File: src/rtl/antirrebote_pkg.sv
// antirrebote_pkg: shared defaults and counter width helper for the
// N-channel debouncer (antirrebote_multi / antirrebote_canal).
package antirrebote_pkg;

    localparam int CICLOS_ESTABLE_DEF = 240000;
    localparam int CICLOS_LARGO_DEF   = 24000000;
    localparam int SINC_ETAPAS_DEF    = 2;

    // Width of a counter that must hold 0 .. n-1.
    // Never returns less than one bit so tiny windows still elaborate.
    function automatic int ancho_contador(input int n);
        if (n <= 2)
            return 1;
        return $clog2(n);
    endfunction

endpackage

File: src/rtl/antirrebote_canal.sv
// antirrebote_canal: one debouncer channel. Synchroniser chain, stability
// window counter, registered edge strobes and, with the macro
// ANTIRREBOTE_PULSO_LARGO_EN, a one-shot long-press strobe.
// Ports:
//   clk, rst (sync, active high)
//   senal_entrada   raw asynchronous pin
//   salida_limpia   debounced level
//   flanco_subida   1-cycle strobe on 0->1 of salida_limpia
//   flanco_bajada   1-cycle strobe on 1->0 of salida_limpia
//   pulsacion_larga 1-cycle long-press strobe (macro only)
module antirrebote_canal
    import antirrebote_pkg::*;
#(
    parameter int CICLOS_ESTABLE = CICLOS_ESTABLE_DEF,
`ifdef ANTIRREBOTE_PULSO_LARGO_EN
    parameter int CICLOS_LARGO   = CICLOS_LARGO_DEF,
`endif
    parameter int SINC_ETAPAS    = SINC_ETAPAS_DEF
) (
    input  logic clk,
    input  logic rst,
    input  logic senal_entrada,
    output logic salida_limpia,
    output logic flanco_subida,
    output logic flanco_bajada
`ifdef ANTIRREBOTE_PULSO_LARGO_EN
    ,
    output logic pulsacion_larga
`endif
);

    localparam int ANCHO = ancho_contador(CICLOS_ESTABLE);
    localparam logic [ANCHO-1:0] TOPE = ANCHO'(CICLOS_ESTABLE - 1);

    // Synchroniser: oldest stage is the only one the filter looks at.
    logic [SINC_ETAPAS-1:0] r_sinc;
    logic                   w_s;

    logic             r_cand;
    logic [ANCHO-1:0] r_cnt;
    logic             r_sal;
    logic             r_sub;
    logic             r_baj;

    logic             w_cand_d;
    logic [ANCHO-1:0] w_cnt_d;
    logic             w_sal_d;
    logic             w_sub_d;
    logic             w_baj_d;

    assign w_s = r_sinc[SINC_ETAPAS-1];

    always_ff @(posedge clk) begin
        if (rst)
            r_sinc <= '0;
        else
            r_sinc <= {r_sinc[SINC_ETAPAS-2:0], senal_entrada};
    end

    // Any difference restarts the window; once the window is full the
    // candidate is accepted and the matching strobe fires with it.
    always_comb begin
        w_cand_d = r_cand;
        w_cnt_d  = r_cnt;
        w_sal_d  = r_sal;
        w_sub_d  = 1'b0;
        w_baj_d  = 1'b0;
        if (w_s != r_cand) begin
            w_cand_d = w_s;
            w_cnt_d  = '0;
        end else if (r_cnt < TOPE) begin
            w_cnt_d = r_cnt + 1'b1;
        end else if (r_sal != r_cand) begin
            w_sal_d = r_cand;
            w_sub_d = r_cand;
            w_baj_d = ~r_cand;
        end
    end

    always_ff @(posedge clk) begin
        if (rst) begin
            r_cand <= 1'b0;
            r_cnt  <= '0;
            r_sal  <= 1'b0;
            r_sub  <= 1'b0;
            r_baj  <= 1'b0;
        end else begin
            r_cand <= w_cand_d;
            r_cnt  <= w_cnt_d;
            r_sal  <= w_sal_d;
            r_sub  <= w_sub_d;
            r_baj  <= w_baj_d;
        end
    end

    assign salida_limpia = r_sal;
    assign flanco_subida = r_sub;
    assign flanco_bajada = r_baj;

`ifdef ANTIRREBOTE_PULSO_LARGO_EN
    localparam int ANCHO_L = ancho_contador(CICLOS_LARGO);
    localparam logic [ANCHO_L-1:0] TOPE_L = ANCHO_L'(CICLOS_LARGO - 1);

    logic [ANCHO_L-1:0] r_largo_cnt;
    logic               r_largo_hecho;
    logic               r_largo;
    logic               w_largo_dispara;

    // The done flag keeps a saturated counter from re-firing until the
    // level drops and a new press qualifies.
    assign w_largo_dispara = (r_largo_cnt == TOPE_L) && !r_largo_hecho;

    always_ff @(posedge clk) begin
        if (rst) begin
            r_largo_cnt   <= '0;
            r_largo_hecho <= 1'b0;
            r_largo       <= 1'b0;
        end else if (!r_sal) begin
            r_largo_cnt   <= '0;
            r_largo_hecho <= 1'b0;
            r_largo       <= 1'b0;
        end else begin
            r_largo <= w_largo_dispara;
            if (r_largo_cnt != TOPE_L)
                r_largo_cnt <= r_largo_cnt + 1'b1;
            if (w_largo_dispara)
                r_largo_hecho <= 1'b1;
        end
    end

    assign pulsacion_larga = r_largo;
`endif

endmodule

File: src/rtl/antirrebote_multi.sv
// antirrebote_multi: CANALES independent debouncer channels.
// Optional long-press strobe under macro ANTIRREBOTE_PULSO_LARGO_EN.
// Ports:
//   clk, rst (sync, active high)
//   senal_entrada   [CANALES] raw pins
//   salida_limpia   [CANALES] debounced levels
//   flanco_subida   [CANALES] rising strobes
//   flanco_bajada   [CANALES] falling strobes
//   pulsacion_larga [CANALES] long-press strobes (macro only)
module antirrebote_multi
    import antirrebote_pkg::*;
#(
    parameter int CANALES        = 4,
    parameter int CICLOS_ESTABLE = CICLOS_ESTABLE_DEF,
    parameter int SINC_ETAPAS    = SINC_ETAPAS_DEF,
    parameter int CICLOS_LARGO   = CICLOS_LARGO_DEF
) (
    input  logic               clk,
    input  logic               rst,
    input  logic [CANALES-1:0] senal_entrada,
    output logic [CANALES-1:0] salida_limpia,
    output logic [CANALES-1:0] flanco_subida,
    output logic [CANALES-1:0] flanco_bajada
`ifdef ANTIRREBOTE_PULSO_LARGO_EN
    ,
    output logic [CANALES-1:0] pulsacion_larga
`endif
);

    // Channels are only built for a legal configuration; an illegal one
    // leaves the outputs undriven so it is caught at elaboration/lint.
    localparam bit PARAMS_OK = (CANALES >= 1) &&
                               (CICLOS_ESTABLE >= 2) &&
                               (SINC_ETAPAS >= 2) &&
                               (CICLOS_LARGO >= 2);

    if (PARAMS_OK) begin : g_ok
        for (genvar i = 0; i < CANALES; i++) begin : g_canal
            antirrebote_canal #(
                .CICLOS_ESTABLE (CICLOS_ESTABLE),
`ifdef ANTIRREBOTE_PULSO_LARGO_EN
                .CICLOS_LARGO   (CICLOS_LARGO),
`endif
                .SINC_ETAPAS    (SINC_ETAPAS)
            ) u_canal (
                .clk             (clk),
                .rst             (rst),
                .senal_entrada   (senal_entrada[i]),
                .salida_limpia   (salida_limpia[i]),
                .flanco_subida   (flanco_subida[i]),
                .flanco_bajada   (flanco_bajada[i])
`ifdef ANTIRREBOTE_PULSO_LARGO_EN
                ,
                .pulsacion_larga (pulsacion_larga[i])
`endif
            );
        end
    end

endmodule

File: config.mk
export PLATFORM = sky130hd
export DESIGN_NAME = antirrebote_multi
export DESIGN_NICKNAME = d
export VERILOG_FILES = /design/src/rtl/antirrebote_pkg.sv /design/src/rtl/antirrebote_canal.sv /design/src/rtl/antirrebote_multi.sv
export SDC_FILE = /design/constraint.sdc
export NUM_CORES = 1
export LEC_CHECK = 0
export CORE_MARGIN = 2
export CORE_UTILIZATION = 50
export DETAILED_ROUTE_END_ITERATION = 10
export PLACE_DENSITY = 0.68
export SYNTH_ARGS = -nofsm -noshare
export SYNTH_HDL_FRONTEND = slang
export SYNTH_HIERARCHICAL = 1
export SYNTH_SLANG_ARGS = --single-unit
File: constraint.sdc
create_clock -name clk -period 4 [get_ports clk]
set_input_delay 1.2 -clock clk [delete_from_list [all_inputs] [get_ports clk]]
set_output_delay 1.2 -clock clk [all_outputs]
set_load 0.01 [all_outputs]
==> results.ini <==
[clocking]
post-cts-setup-buffers=0
cts_resized=0
root_buffer=clkbuf_8
cts_max_level=3
worstSkewPairLatency_ns=0.36
cts_tree=built
ctsHoldBuffers=0
cts_num_sinks=96
clk_pin_slew_ns=0.09
cts_buffers=9
cts.path.max_buffers=2

[synthesis]
synth_fp_nets=546
synth-warning-count=6
synth_area_leader_cell=dfxtp_1
synth_top_area_share_pct=42.0
syn_inst=536
ys_seq_area_share_pct=42.0
netlist_area_um2=4580
synth_area_leaders=dfxtp_1, a21oi_1, or3_1
ys_ff_latch=96
avgSynthCellArea_um2=8.54
synth_cell_types=40

[power]
peakVddDrop_mv=0.210
leakagePower_nw=1.64
power_density_nw_per_um2=361

[critical_path]
required_ns=4.30
critPathTopFamily=simple AND/OR/NAND/NOR gates
crit_buf_inv=1
cpPeakStageDelay_ns=0.68
path_cells=clkdlybuf4s50_1, or2_2, or4_1, nand2_1
end_kind=flip-flop
crit_type=in -> reg
cp.arrival_ns=3.09
worst_path_max_delay_cell=clkdlybuf4s50_1
critPathMaxFanout=17
critPathLaunchType=input pin

[global_routing]
grt_pass1_wl_um=16300
grt-ovfl-total=0
antenna_found_initial=0
track_usage_pct=19.6
grt_max_degree=27
grt_pass1_vias=3684

[final_layout]
fin_util_pct=57.4
final_cell_mix=dfxtp_1, a21oi_1, o21ai_0, nand3_1, or3_1
fin_nets=556
diodes=0
drive_gt1_share_pct=6.17
area_delta_synth_final_pct=10.5
stdcell_count=659
final_area_um2=5060
fillCellCount=810
final_common_cell=dfxtp_1

[sta]
tns_ns=0
slew_headroom_pct=33.5
clock_skew_ns=0.00799
worstMarginPinSlew_ns=0.997
post-route-period-util_pct=69.8
hold_viol=0
slew_violations=0
rsz0062_at_grt=no
fmax_ghz=0.358
period_needed_ns=2.79
setup_viol=0

[placement]
place_area_um2=4800
place_congestion=0.836
dp_hpwl_um=6370
dp_cells=643
portBuffers=17

[drt]
vias_per_cell=6.14
vias=4043
dr.pass1.iters=5
wl_per_cell_um=14.2
wirelength_um=9360
drc=0
ant_nets=0
drtIter0Drc=119

[floorplanning]
fp-row-count=34
die_h_um=99.7
coreArea_um2=8810
initial_core_util_pct=52.0
die_w_um=99.7
io_pins=18
die-area_um2=9940

[outcome]
status=finished clean

[hold_path]
hold_class=reg -> reg

[job]
maxCapViolations=0

[worst paths after layout]
check | slack (ns) | to | start | cells past startpoint
setup / recovery | 1.21 | g_ok.g_canal[0].u_canal/r_cnt[7] | rst | 4
hold / removal | 0.44 | g_ok.g_canal[1].u_canal/r_sinc[1] | g_ok.g_canal[1].u_canal/r_sinc[0] | 1
setup reg to reg | 1.77 | g_ok.g_canal[1].u_canal/r_cnt[9] | g_ok.g_canal[1].u_canal/r_cnt[8] | 5
hold reg to reg | 0.44 | g_ok.g_canal[1].u_canal/r_sinc[1] | g_ok.g_canal[1].u_canal/r_sinc[0] | 1
[cell usage after synthesis]
cell       n
a211o_1    4
a211oi_1   4
a211oi_2   4
a21oi_1   52
a21oi_2    4
a22o_1     8
a22oi_1    4
a31oi_1    4
and2_1     8
and3_1     8
and4_1    12
and4b_1    8
and4bb_2   4
buf_1      4
buf_2      4
buf_4      4
clkbuf_1   8
dfxtp_1   96
ha_1       4
inv_1     20
mux2i_1    4
nand2_1   20
nand2b_1   4
nand3_1   40
nand3b_1   4
nand4_1   20
nand4b_1   4
nor2_1    20
nor2b_1   12
nor3_1    12
nor3b_1    4
nor4_1     4
o211ai_1   4
o21ai_0   48
o21bai_1   4
o31ai_1    4
or2_2      4
or3_1     40
or4_1      8
xor2_1    12
[layer usage]
| layer | GRT usage [%] | share of wire [%] | vias to the layer above |
|---|---|---|---|
| li1 | - | - | 2035 |
| met1 | 25.3 | 47 | 1911 |
| met2 | 32.4 | 47 | 83 |
| met3 | 4.29 | 3.7 | 14 |
| met4 | 7.06 | 1.7 | 0 |
| met5 | 0 | 0 | - |
[power breakdown]
part / switching (mW) / leakage, nW / internal [mW]
logic: 0.0449 / 0.739 / 0.0268
registers: 0.0111 / 0.777 / 0.970
clock network: 0.323 / 0.126 / 0.448
total: 0.379 / 1.64 / 1.44
[cells by family after synthesis]
family	share of synthesized area [%]
AND/OR/NAND/NOR	31.1
AO/OA/AOI/OAI	18.9
flip-flops	42.0
buffers and inverters	3.72
XOR/XNOR	2.30
multiplexers	0.874
adder cells (fa/ha/maj)	1.09
[through the flow]
stage               setup slack (ns)  total power, mW  hold WS [ns]
global route                    1.11             1.90         0.463
finish                          1.21             1.82         0.442
detailed placement             0.832             1.08         0.426
floorplan                       1.75             1.05         0.414
CTS                             1.22             1.85         0.449
global placement               0.891             1.07         0.423
[registers in the layout, summed over array words and instances, names as in the netlist]
register	count
g_ok.g_canal.u_canal/salida_limpia	4
g_ok.g_canal.u_canal/flanco_subida	4
g_ok.g_canal.u_canal/r_cnt	72
g_ok.g_canal.u_canal/r_sinc	8
g_ok.g_canal.u_canal/r_cand	4
g_ok.g_canal.u_canal/flanco_bajada	4
[final cells by class]
class,count,area (um2),share of cell area (%)
multi-input cells,400,2490,49.2
inverters,20,75.1,1.48
clock buffers,11,151,2.99
repair buffers,19,185,3.66
well taps,108,135,2.67
flip-flops and latches,96,1920,38.0
clock inverters,5,103,2.03
(Power assumes the default switching activity.)
